### config.mk
export PLATFORM = sky130hd
export DESIGN_NAME = rv_iommu_atr_requester
export DESIGN_NICKNAME = d
export VERILOG_FILES = /design/src/rtl/rv_iommu_atr_requester_pkg.sv /design/src/rtl/rv_iommu_atr_tag_table.sv /design/src/rtl/rv_iommu_atr_requester.sv
export SDC_FILE = /design/constraint.sdc
export NUM_CORES = 2
export LEC_CHECK = 0
export CORE_ASPECT_RATIO = 0.6
export CORE_MARGIN = 4
export CORE_UTILIZATION = 36
export DETAILED_ROUTE_END_ITERATION = 7
export PLACE_DENSITY = 0.59
export SLEW_MARGIN = 20
export SYNTH_ARGS = -nofsm -noshare
export SYNTH_HDL_FRONTEND = slang
export SYNTH_HIERARCHICAL = 1
export SYNTH_SLANG_ARGS = --single-unit
### constraint.sdc
create_clock -name clk -period 8.1 [get_ports clk]
set_input_delay 0.81 -clock clk [delete_from_list [all_inputs] [get_ports clk]]
set_output_delay 0.81 -clock clk [all_outputs]
set_load 0.02 [all_outputs]
### src/rtl/rv_iommu_atr_requester_pkg.sv
// Shared definitions for the device-side address-translation requester:
// ATS completion status codes, response flag layout, request bundle and slot states.
package rv_iommu_atr_requester_pkg;

  localparam logic [2:0] AtsSuccess = 3'b000;
  localparam logic [2:0] AtsUr      = 3'b001;
  localparam logic [2:0] AtsCrs     = 3'b010;
  localparam logic [2:0] AtsCa      = 3'b100;
  // Never produced by the IOMMU; generated locally when a completion is lost.
  localparam logic [2:0] AtsTimeout = 3'b111;

  localparam int unsigned FlagW       = 0;
  localparam int unsigned FlagR       = 1;
  localparam int unsigned FlagU       = 2;
  localparam int unsigned FlagExe     = 3;
  localparam int unsigned FlagPriv    = 4;
  localparam int unsigned FlagG       = 5;
  localparam int unsigned FlagCxlIo   = 6;
  localparam int unsigned FlagNoSnoop = 7;
  localparam int unsigned FlagSize    = 8;
  localparam int unsigned NumFlags    = 9;

  typedef struct packed {
    logic [51:0] iova;
    logic [23:0] device_id;
    logic [19:0] process_id;
    logic [1:0]  addr_type;
    logic        read_write;
    logic        pid_valid;
    logic        no_write;
    logic        exec_req;
    logic        priv_req;
    logic        tee_req;
  } atr_req_t;

  typedef enum logic [1:0] {
    SlotFree,
    SlotPend,
    SlotStale
  } slot_state_e;

endpackage

### src/rtl/rv_iommu_atr_tag_table.sv
// Per-tag slot tracking: state, stored IOVA and age counter, plus the
// lowest-free and lowest-timed-out priority encoders.
module rv_iommu_atr_tag_table
  import rv_iommu_atr_requester_pkg::*;
#(
  parameter int unsigned NUM_TAGS       = 8,
  parameter int unsigned TIMEOUT_W      = 16,
  parameter int unsigned TIMEOUT_CYCLES = 4096
) (
  input  logic                              clk,
  input  logic                              rst_n,
  input  logic                              alloc_i,
  input  logic [51:0]                       alloc_iova_i,
  output logic                              any_free_o,
  output logic [$clog2(NUM_TAGS)-1:0]       free_idx_o,
  input  logic                              cpl_i,
  input  logic [7:0]                        cpl_tag_i,
  output logic                              cpl_pend_o,
  output logic                              cpl_stale_o,
  output logic [51:0]                       cpl_iova_o,
  input  logic                              to_take_i,
  output logic                              to_valid_o,
  output logic [51:0]                       to_iova_o,
  output logic [$clog2(NUM_TAGS+1)-1:0]     stale_cnt_o
);

  localparam int unsigned IdxW = $clog2(NUM_TAGS);
  localparam int unsigned CntW = $clog2(NUM_TAGS + 1);
  localparam logic [TIMEOUT_W-1:0] AgeLimit = TIMEOUT_W'(TIMEOUT_CYCLES);

  slot_state_e          state_q [NUM_TAGS];
  logic [51:0]          iova_q  [NUM_TAGS];
  logic [TIMEOUT_W-1:0] age_q   [NUM_TAGS];

  logic            cpl_in_range;
  logic [IdxW-1:0] cpl_idx;
  logic [IdxW-1:0] to_idx;

  assign cpl_in_range = 32'(cpl_tag_i) < NUM_TAGS;
  assign cpl_idx      = cpl_tag_i[IdxW-1:0];
  assign cpl_pend_o   = cpl_in_range && (state_q[cpl_idx] == SlotPend);
  assign cpl_stale_o  = cpl_in_range && (state_q[cpl_idx] == SlotStale);
  assign cpl_iova_o   = iova_q[cpl_idx];
  assign to_iova_o    = iova_q[to_idx];

  // Descending scan so the lowest matching index wins.
  always_comb begin
    any_free_o  = 1'b0;
    free_idx_o  = '0;
    to_valid_o  = 1'b0;
    to_idx      = '0;
    stale_cnt_o = '0;
    for (int i = NUM_TAGS - 1; i >= 0; i--) begin
      if (state_q[i] == SlotFree) begin
        any_free_o = 1'b1;
        free_idx_o = IdxW'(i);
      end
      if (state_q[i] == SlotPend && age_q[i] == AgeLimit) begin
        to_valid_o = 1'b1;
        to_idx     = IdxW'(i);
      end
      if (state_q[i] == SlotStale) begin
        stale_cnt_o = stale_cnt_o + CntW'(1);
      end
    end
  end

  // Allocation, completion and timeout always target distinct slots, so their
  // updates never collide within one cycle.
  always_ff @(posedge clk or negedge rst_n) begin
    if (!rst_n) begin
      for (int i = 0; i < NUM_TAGS; i++) begin
        state_q[i] <= SlotFree;
        iova_q[i]  <= '0;
        age_q[i]   <= '0;
      end
    end else begin
      for (int i = 0; i < NUM_TAGS; i++) begin
        if (state_q[i] == SlotPend && age_q[i] != AgeLimit) begin
          age_q[i] <= age_q[i] + TIMEOUT_W'(1);
        end
        if (cpl_i && cpl_in_range && cpl_idx == IdxW'(i) && state_q[i] != SlotFree) begin
          state_q[i] <= SlotFree;
        end
        if (to_take_i && to_idx == IdxW'(i)) begin
          state_q[i] <= SlotStale;
        end
        if (alloc_i && free_idx_o == IdxW'(i)) begin
          state_q[i] <= SlotPend;
          iova_q[i]  <= alloc_iova_i;
          age_q[i]   <= '0;
        end
      end
    end
  end

endmodule

### src/rtl/rv_iommu_atr_requester.sv
// Device-side initiator of the address-translation request/completion protocol:
// tags client requests, tracks them and returns completions or local timeouts.
module rv_iommu_atr_requester
  import rv_iommu_atr_requester_pkg::*;
#(
  parameter int unsigned NUM_TAGS       = 8,
  parameter int unsigned TIMEOUT_W      = 16,
  parameter int unsigned TIMEOUT_CYCLES = 4096
) (
  input  logic                          clk,
  input  logic                          rst_n,
  input  logic [51:0]                   req_iova_i,
  input  logic [23:0]                   req_device_id_i,
  input  logic [19:0]                   req_process_id_i,
  input  logic [1:0]                    req_addr_type_i,
  input  logic                          req_read_write_i,
  input  logic                          req_pid_valid_i,
  input  logic                          req_no_write_i,
  input  logic                          req_exec_req_i,
  input  logic                          req_priv_req_i,
  input  logic                          req_tee_req_i,
  input  logic                          req_valid_i,
  output logic                          req_ready_o,
  output logic [51:0]                   atr_iova_o,
  output logic [23:0]                   atr_device_id_o,
  output logic [19:0]                   atr_process_id_o,
  output logic [1:0]                    atr_addr_type_o,
  output logic                          atr_read_write_o,
  output logic                          atr_pid_valid_o,
  output logic                          atr_no_write_o,
  output logic                          atr_exec_req_o,
  output logic                          atr_priv_req_o,
  output logic                          atr_tee_req_o,
  output logic [7:0]                    atr_tag_o,
  output logic                          atr_irdy_o,
  input  logic                          atr_trdy_i,
  input  logic [2:0]                    atc_status_i,
  input  logic [33:0]                   atc_resp_pa_i,
  input  logic [7:0]                    atc_tag_i,
  input  logic                          atc_size_i,
  input  logic                          atc_no_snoop_i,
  input  logic                          atc_cxl_io_i,
  input  logic                          atc_g_i,
  input  logic                          atc_priv_i,
  input  logic                          atc_exe_i,
  input  logic                          atc_u_i,
  input  logic                          atc_r_i,
  input  logic                          atc_w_i,
  input  logic                          atc_irdy_i,
  output logic                          atc_trdy_o,
  output logic [2:0]                    rsp_status_o,
  output logic [33:0]                   rsp_pa_o,
  output logic [51:0]                   rsp_iova_o,
  output logic [8:0]                    rsp_flags_o,
  output logic                          rsp_valid_o,
  input  logic                          rsp_ready_i,
  output logic                          unexp_tag_o,
  output logic [$clog2(NUM_TAGS+1)-1:0] stale_cnt_o
);

  localparam int unsigned IdxW = $clog2(NUM_TAGS);

  logic            any_free;
  logic [IdxW-1:0] free_idx;
  logic            cpl_pend;
  logic            cpl_stale;
  logic [51:0]     cpl_iova;
  logic            to_valid;
  logic [51:0]     to_iova;

  logic alloc;
  logic cpl_acc;
  logic cpl_load;
  logic to_take;

  atr_req_t      req_in;
  atr_req_t      atr_q;
  logic [7:0]    atr_tag_q;
  logic          atr_irdy_q;

  logic                rsp_valid_q;
  logic [2:0]          rsp_status_q;
  logic [33:0]         rsp_pa_q;
  logic [51:0]         rsp_iova_q;
  logic [NumFlags-1:0] rsp_flags_q;
  logic [NumFlags-1:0] cpl_flags;
  logic                unexp_q;

  assign req_in = '{
    iova:       req_iova_i,
    device_id:  req_device_id_i,
    process_id: req_process_id_i,
    addr_type:  req_addr_type_i,
    read_write: req_read_write_i,
    pid_valid:  req_pid_valid_i,
    no_write:   req_no_write_i,
    exec_req:   req_exec_req_i,
    priv_req:   req_priv_req_i,
    tee_req:    req_tee_req_i
  };

  always_comb begin
    cpl_flags              = '0;
    cpl_flags[FlagW]       = atc_w_i;
    cpl_flags[FlagR]       = atc_r_i;
    cpl_flags[FlagU]       = atc_u_i;
    cpl_flags[FlagExe]     = atc_exe_i;
    cpl_flags[FlagPriv]    = atc_priv_i;
    cpl_flags[FlagG]       = atc_g_i;
    cpl_flags[FlagCxlIo]   = atc_cxl_io_i;
    cpl_flags[FlagNoSnoop] = atc_no_snoop_i;
    cpl_flags[FlagSize]    = atc_size_i;
  end

  assign req_ready_o = any_free && (!atr_irdy_q || atr_trdy_i);
  assign alloc       = req_valid_i && req_ready_o;
  // Deliberately tag-independent: even dropped completions wait for a free response slot.
  assign atc_trdy_o  = !rsp_valid_q || rsp_ready_i;
  assign cpl_acc     = atc_irdy_i && atc_trdy_o;
  assign cpl_load    = cpl_acc && cpl_pend;
  assign to_take     = to_valid && atc_trdy_o && !cpl_load;

  rv_iommu_atr_tag_table #(
    .NUM_TAGS       (NUM_TAGS),
    .TIMEOUT_W      (TIMEOUT_W),
    .TIMEOUT_CYCLES (TIMEOUT_CYCLES)
  ) u_tag_table (
    .clk          (clk),
    .rst_n        (rst_n),
    .alloc_i      (alloc),
    .alloc_iova_i (req_iova_i),
    .any_free_o   (any_free),
    .free_idx_o   (free_idx),
    .cpl_i        (cpl_acc),
    .cpl_tag_i    (atc_tag_i),
    .cpl_pend_o   (cpl_pend),
    .cpl_stale_o  (cpl_stale),
    .cpl_iova_o   (cpl_iova),
    .to_take_i    (to_take),
    .to_valid_o   (to_valid),
    .to_iova_o    (to_iova),
    .stale_cnt_o  (stale_cnt_o)
  );

  always_ff @(posedge clk or negedge rst_n) begin
    if (!rst_n) begin
      atr_q      <= '0;
      atr_tag_q  <= '0;
      atr_irdy_q <= 1'b0;
    end else if (alloc) begin
      atr_q      <= req_in;
      atr_tag_q  <= 8'(free_idx);
      atr_irdy_q <= 1'b1;
    end else if (atr_trdy_i) begin
      atr_irdy_q <= 1'b0;
    end
  end

  always_ff @(posedge clk or negedge rst_n) begin
    if (!rst_n) begin
      rsp_valid_q  <= 1'b0;
      rsp_status_q <= '0;
      rsp_pa_q     <= '0;
      rsp_iova_q   <= '0;
      rsp_flags_q  <= '0;
      unexp_q      <= 1'b0;
    end else begin
      unexp_q <= cpl_acc && !cpl_pend && !cpl_stale;
      if (cpl_load) begin
        rsp_valid_q  <= 1'b1;
        rsp_status_q <= atc_status_i;
        rsp_pa_q     <= atc_resp_pa_i;
        rsp_iova_q   <= cpl_iova;
        rsp_flags_q  <= cpl_flags;
      end else if (to_take) begin
        rsp_valid_q  <= 1'b1;
        rsp_status_q <= AtsTimeout;
        rsp_pa_q     <= '0;
        rsp_iova_q   <= to_iova;
        rsp_flags_q  <= '0;
      end else if (rsp_ready_i) begin
        rsp_valid_q  <= 1'b0;
      end
    end
  end

  assign atr_iova_o       = atr_q.iova;
  assign atr_device_id_o  = atr_q.device_id;
  assign atr_process_id_o = atr_q.process_id;
  assign atr_addr_type_o  = atr_q.addr_type;
  assign atr_read_write_o = atr_q.read_write;
  assign atr_pid_valid_o  = atr_q.pid_valid;
  assign atr_no_write_o   = atr_q.no_write;
  assign atr_exec_req_o   = atr_q.exec_req;
  assign atr_priv_req_o   = atr_q.priv_req;
  assign atr_tee_req_o    = atr_q.tee_req;
  assign atr_tag_o        = atr_tag_q;
  assign atr_irdy_o       = atr_irdy_q;

  assign rsp_valid_o  = rsp_valid_q;
  assign rsp_status_o = rsp_status_q;
  assign rsp_pa_o     = rsp_pa_q;
  assign rsp_iova_o   = rsp_iova_q;
  assign rsp_flags_o  = rsp_flags_q;
  assign unexp_tag_o  = unexp_q;

endmodule

# Word level (Yosys, flattened, before mapping)
# Cells that the tools add are included.
[word_totals]
register_bits = 768
input_bits = 164
out_inout_bits = 219
word_cells = 323
[op_classes]
n_addsub = 15
magnitude_cmp = 3
n_eq_ne = 55
mux = 102
bitwise_logic = 2
reduce_logical = 104
[ops]
columns = ["op", "count"]
rows = [
  ["binary-select mux 52 bit (select 3 bit)", 2],
  ["2-to-1 mux 52 bit", 6],
  ["2-to-1 mux 16 bit", 16],
  ["adder 16 x 1 -> 16 bit (second input constant)", 8],
  ["== test 16 x 13 -> 1 bit (second input constant)", 8],
  ["!= test 16 x 13 -> 1 bit (second input constant)", 8],
  ["2-to-1 mux 34 bit", 2],
  ["logical AND 1 bit", 59],
  ["2-to-1 mux 3 bit", 18],
  ["2-to-1 mux 2 bit", 26],
  ["== test 3 bit (second input constant)", 12],
  ["nonzero test 2 bit", 18],
  ["2-to-1 mux 4 bit", 7],
  ["nonzero test 3 bit", 9],
  ["adder 4 x 1 -> 4 bit (second input constant)", 6],
  ["2-to-1 mux 1 bit", 22],
  ["== test 2 x 1 -> 1 bit (second input constant)", 9],
  ["== test 2 bit (second input constant)", 9],
  ["== test 3 x 2 -> 1 bit (second input constant)", 6],
  ["2-to-1 mux 9 bit", 2],
  ["zero test 2 bit", 8],
  ["== test 3 x 1 -> 1 bit (second input constant)", 3],
  ["zero test 3 bit", 3],
  [">= comparator 4 bit (second input constant)", 2],
  ["other kinds (6)", 12],
]

# Logic depth before layout (Yosys ltp)
[depth]
word_depth = 16
depth_mapped = 18
mapped_depth_nobuf = 18

# Modules after synthesis
# The synthesis kept the hierarchy.
[by_module_without_submodules]
columns = ["module", "n_inst", "cells_each", "area_per_inst_um2", "seq_area_each_um2"]
rows = [
  ["rv_iommu_atr_tag_table", 1, 2953, 31373.8, 14013.4],
  ["rv_iommu_atr_requester", 1, 531, 8241.7, 5205.0],
]

# Least setup slack after synthesis
# Ideal clock, no wire load.
[synth_path]
path_type = "register to output"
from = "register u_tag_table/state_q[1] (netlist name)"
to = "output port stale_cnt_o[3]"
arrival_ns = 3.784
t_required_ns = 7.290
setup_slack_ns = 3.506
path_stages_with_launch = 18
path_buffers = 1
path_cell_list = "dfrtp_1 > nor2b_1 > inv_1 > ha_1 > clkbuf_1 > xnor3_1 > inv_1 > ha_1 > xnor2_1 > or3_1 > nand3_1 > ha_1 > nand2_1 > xor2_1 > xnor2_1 > xnor2_1 > nand4_1 > xnor2_1"
[synth_between]
elab_chain_cells = 16
[synth_lines]
columns = ["element", "line_no", "text"]
rows = [
  ["start: declaration", "rv_iommu_atr_tag_table.sv:31", "slot_state_e state_q [NUM_TAGS];"],
  ["start signal: indexed assignment", "rv_iommu_atr_tag_table.sv:73", "state_q[i] <= SlotFree;"],
  ["start signal: indexed assignment", "rv_iommu_atr_tag_table.sv:83", "state_q[i] <= SlotFree;"],
  ["start signal: indexed assignment", "rv_iommu_atr_tag_table.sv:86", "state_q[i] <= SlotStale;"],
  ["== test 2 bit *", "rv_iommu_atr_tag_table.sv:62", "if (state_q[i] == SlotStale) begin"],
  ["2-to-1 mux 1 bit *", "rv_iommu_atr_tag_table.sv:62", ""],
  ["adder 1 x 1 -> 2 bit", "rv_iommu_atr_tag_table.sv:63", "stale_cnt_o = stale_cnt_o + CntW'(1);"],
  ["2-to-1 mux 4 bit *", "rv_iommu_atr_tag_table.sv:62", ""],
  ["adder 4 x 1 -> 4 bit", "rv_iommu_atr_tag_table.sv:63", ""],
  ["2-to-1 mux 4 bit *", "rv_iommu_atr_tag_table.sv:62", ""],
  ["adder 4 x 1 -> 4 bit", "rv_iommu_atr_tag_table.sv:63", ""],
  ["2-to-1 mux 4 bit *", "rv_iommu_atr_tag_table.sv:62", ""],
  ["adder 4 x 1 -> 4 bit", "rv_iommu_atr_tag_table.sv:63", ""],
  ["2-to-1 mux 4 bit *", "rv_iommu_atr_tag_table.sv:62", ""],
  ["adder 4 x 1 -> 4 bit", "rv_iommu_atr_tag_table.sv:63", ""],
  ["2-to-1 mux 4 bit *", "rv_iommu_atr_tag_table.sv:62", ""],
  ["adder 4 x 1 -> 4 bit", "rv_iommu_atr_tag_table.sv:63", ""],
  ["2-to-1 mux 4 bit *", "rv_iommu_atr_tag_table.sv:62", ""],
  ["adder 4 x 1 -> 4 bit", "rv_iommu_atr_tag_table.sv:63", ""],
  ["2-to-1 mux 4 bit *", "rv_iommu_atr_tag_table.sv:62", ""],
  ["end: declaration", "rv_iommu_atr_requester.sv:58", "output logic [$clog2(NUM_TAGS+1)-1:0] stale_cnt_o"],
]
# Mark *: on every way between the ends. The rest lies on a longest branch, timed or not.

# Final worst setup path
# Ends and elaborated chain as after synthesis.

==> impl_metrics.ini <==
[timing]
final.setup.worst_slack_ns = 2.15
rsz0062_at_grt = false
tightestPinTransition_ns = 1.15
fin_crit_ns = 5.95
setup_tns_ns = 0
fin_crit_sh = 0.735
setup_viol = 0
max_freq_mhz = 168
hold_violations = 0
relSlewSlack = 0.234
finClkSkew_ns = 0.0234
slew_viol_final = 0
whs_ns = 0.108

[clock_network]
postCtsHoldBufs = 0
cts_max_path_buffers = 3
cts_tree = done
cts_sinks = 768
postCtsSetupBuffers = 0
clk_latency_ns = 0.69
postCtsResizedCells = 0
cts_root_buffer = clkbuf_16
cts_made_buffers = 81
path_clk_slew_ns = 0.06
htreeDepth = 3

[setup_path]
cp-end-kind = output port
critPathLaunchType = flop
crit_arrival_ns = 5.14
timing_worst_setup_path_type = reg2out
cp_max_fo = 8
crit_required_ns = 7.29

[grt]
grtUsageMet3 = 0.0411
overflow = 0
grt_pass1_wl_um = 193000
first_global_vias = 29700
grt_max_degree = 171
grt.busiest_layer = met1
met2_usage = 0.317
grt.total_usage = 0.214
grt.met1_usage = 0.319
grt_antenna_before_repair = 4

[routing]
postRouteAntennaNets = 0
avgViaCountPerCell = 5.73
first_iter_violations = 3051
vias = 30100
wire_per_inst_um = 24.1
drc = 0
firstDrtPassIters = 5
totalWireLength_um = 126000

[floorplanning]
die_h_um = 265
coreArea_um2 = 108000
io_pins = 383
die_x_um = 436
rows = 93
initial_core_util = 0.366
die-area_um2 = 116000

[placed_design]
placed_cell_area_um2 = 44700
dp_cells = 5099
dp_slack_ns = 2.87
finalWeightedCongestion = 0.831
io_buffers = 377
hpwl_um = 74900

[synth]
synth-async-reset-ratio = 1.00
yosys_most_used_dff = dfrtp_1
synthCells = 3484
ys_ff_latch = 768
yosysWarnings = 6
synth_area_um2 = 39600
yosysSeqAreaShare = 0.485
ys_types = 89
syn_avg_cell_area_um2 = 11.4
synth-edff-count = 0

[finish]
final_util = 0.438
finalNetCount = 3944
stdcell_area_um2 = 47400
area_delta_synth_final_pct = 19.6
drive_gt1_frac = 0.219
fin_cells = 5248

[power_and_ir_drop]
ir_drop_mv = 0.223
power.density_nw_per_um2 = 395
power.leakage_nw = 19.7
p_total_mw = 18.7

[worst_hold_path]
min_path_type = in2async

[outcome]
status = finished, final reports clean

[flow_run]
cap_violations = 0
[flip-flops by register name, summed over array words and instances, names as in the netlist, 2 cells and up]
register and count:
rsp_iova_o 52, rsp_flags_o 9, u_tag_table/iova_q 416, u_tag_table/state_q 16
atr_addr_type_o 2, atr_tag_o 3, rsp_status_o 3, atr_device_id_o 24
atr_iova_o 52, u_tag_table/age_q 128, atr_process_id_o 20, rsp_pa_o 34
[metal layers]
metal	wire, µm	up-vias
met5	0	-
met2	55100	1189
met3	9310	225
li1	-	13300
met1	58700	15300
met4	3280	0
[synthesized netlist by cell type, types with 13 or more instances]
library cell / instances / area, µm²
mux2_2: 455 / 5120
ha_1: 22 / 275
o211ai_1: 45 / 338
o221a_1: 39 / 439
dfrtp_1: 768 / 19200
a211oi_1: 67 / 503
nand4_1: 28 / 175
and3_1: 27 / 169
mux2_4: 19 / 285
a22o_1: 45 / 394
buf_1: 22 / 82.6
and3b_1: 13 / 114
nor4b_1: 15 / 131
buf_4: 18 / 135
a221oi_1: 51 / 447
nand3b_1: 41 / 308
a2bb2oi_2: 20 / 300
nor3_1: 55 / 275
o21ai_0: 17 / 85.1
nand2_1: 566 / 2120
nor2b_1: 18 / 113
o22ai_1: 58 / 363
a21boi_0: 35 / 263
buf_2: 46 / 230
nand3_1: 125 / 626
nor2_1: 177 / 664
xnor2_1: 56 / 490
clkbuf_1: 151 / 567
nor4_1: 21 / 131
a2bb2oi_1: 32 / 280
inv_1: 26 / 97.6
mux4_2: 108 / 2430
and4_1: 15 / 131
a22oi_1: 54 / 405
a21oi_1: 31 / 155
xor2_1: 69 / 604
[worst max-delay path, stage by stage (launching register included)]
cell	delay, ns
dfrtp_1	0.46
nor2b_1	0.30
inv_1	0.10
ha_1	0.44
xnor3_1	0.54
inv_1	0.09
ha_1	0.24
xnor2_1	0.12
or3_1	0.33
nand3_1	0.14
ha_1	0.17
nand2_1	0.06
xor2_1	0.16
xnor2_1	0.14
xnor2_1	0.24
nand4_1	0.14
xnor2_1	0.17
clkdlybuf4s50_1	0.62
[cell usage in the layout (no fill, tap or decap), types with 22 or more instances in the layout]
cell type / count
nand4_1: 28
clkdlybuf4s50_1: 373
clkbuf_16: 82
a22oi_1: 52
and3_1: 27
xnor2_1: 56
mux2_2: 455
nor2_1: 170
mux4_2: 108
nor3_1: 53
nand3b_1: 41
xor2_1: 69
a22o_1: 45
nand2_1: 566
a211oi_1: 67
ha_1: 22
inv_1: 26
o211ai_1: 45
o22ai_1: 58
dfrtp_1: 768
a21boi_0: 35
buf_4: 58
o221a_1: 39
a2bb2oi_1: 32
nand3_1: 125
a21oi_1: 29
a221oi_1: 51
[layout make-up]
| cell class | instances | area (µm²) |
|---|---|---|
| well taps | 1425 | 1780 |
| flip-flops and latches | 768 | 19200 |
| multi-input cells | 2442 | 19300 |
| diodes | 3 | 7.51 |
| clock inverters | 23 | 251 |
| fillers | 10100 | 60800 |
| inverters | 28 | 111 |
| repair buffers | 437 | 4280 |
| clock buffers | 122 | 2400 |
[power breakdown]
group / total (mW) / switching [mW] / leakage (nW) / internal [mW]
clock: 3.82 / 1.67 / 1.30 / 2.15
combinational: 7.69 / 3.65 / 8.96 / 4.04
sequential: 7.20 / 1.50 / 9.46 / 5.70
[cell families (layout without fill, tap and decap cells)]
kind of cell             count (synthesis)  in the layout  share of synthesized area
buffers and inverters                  278            610                     0.0321
flip-flops                             768            768                      0.485
multiplexers                           586            586                      0.199
AND/OR/NAND/NOR                       1160           1160                      0.137
adder cells (fa/ha/maj)                 22             22                    0.00695
other                                    1              8                  0.0000947
AO/OA/AOI/OAI                          543            543                      0.112
XOR/XNOR                               126            126                     0.0282
[final timing paths]
kind | cells past startpoint | to | slack (ns) | from
worst max-delay path | 17 | stale_cnt_o[3] | 2.15 | u_tag_table/state_q[1]
worst min-delay path | 1 | u_tag_table/age_q[121] | 0.11 | rst_n
worst max register to register | 14 | rsp_iova_o[45] | 3.35 | u_tag_table/age_q[112]
worst min register to register | 1 | rsp_status_o[0] | 0.49 | rsp_status_o[0]
max in group asynchronous | 3 | rsp_flags_o[7] | 5.98 | rst_n
min in group clk | 1 | rsp_status_o[0] | 0.49 | rsp_status_o[0]
(Power assumes the default switching activity.)
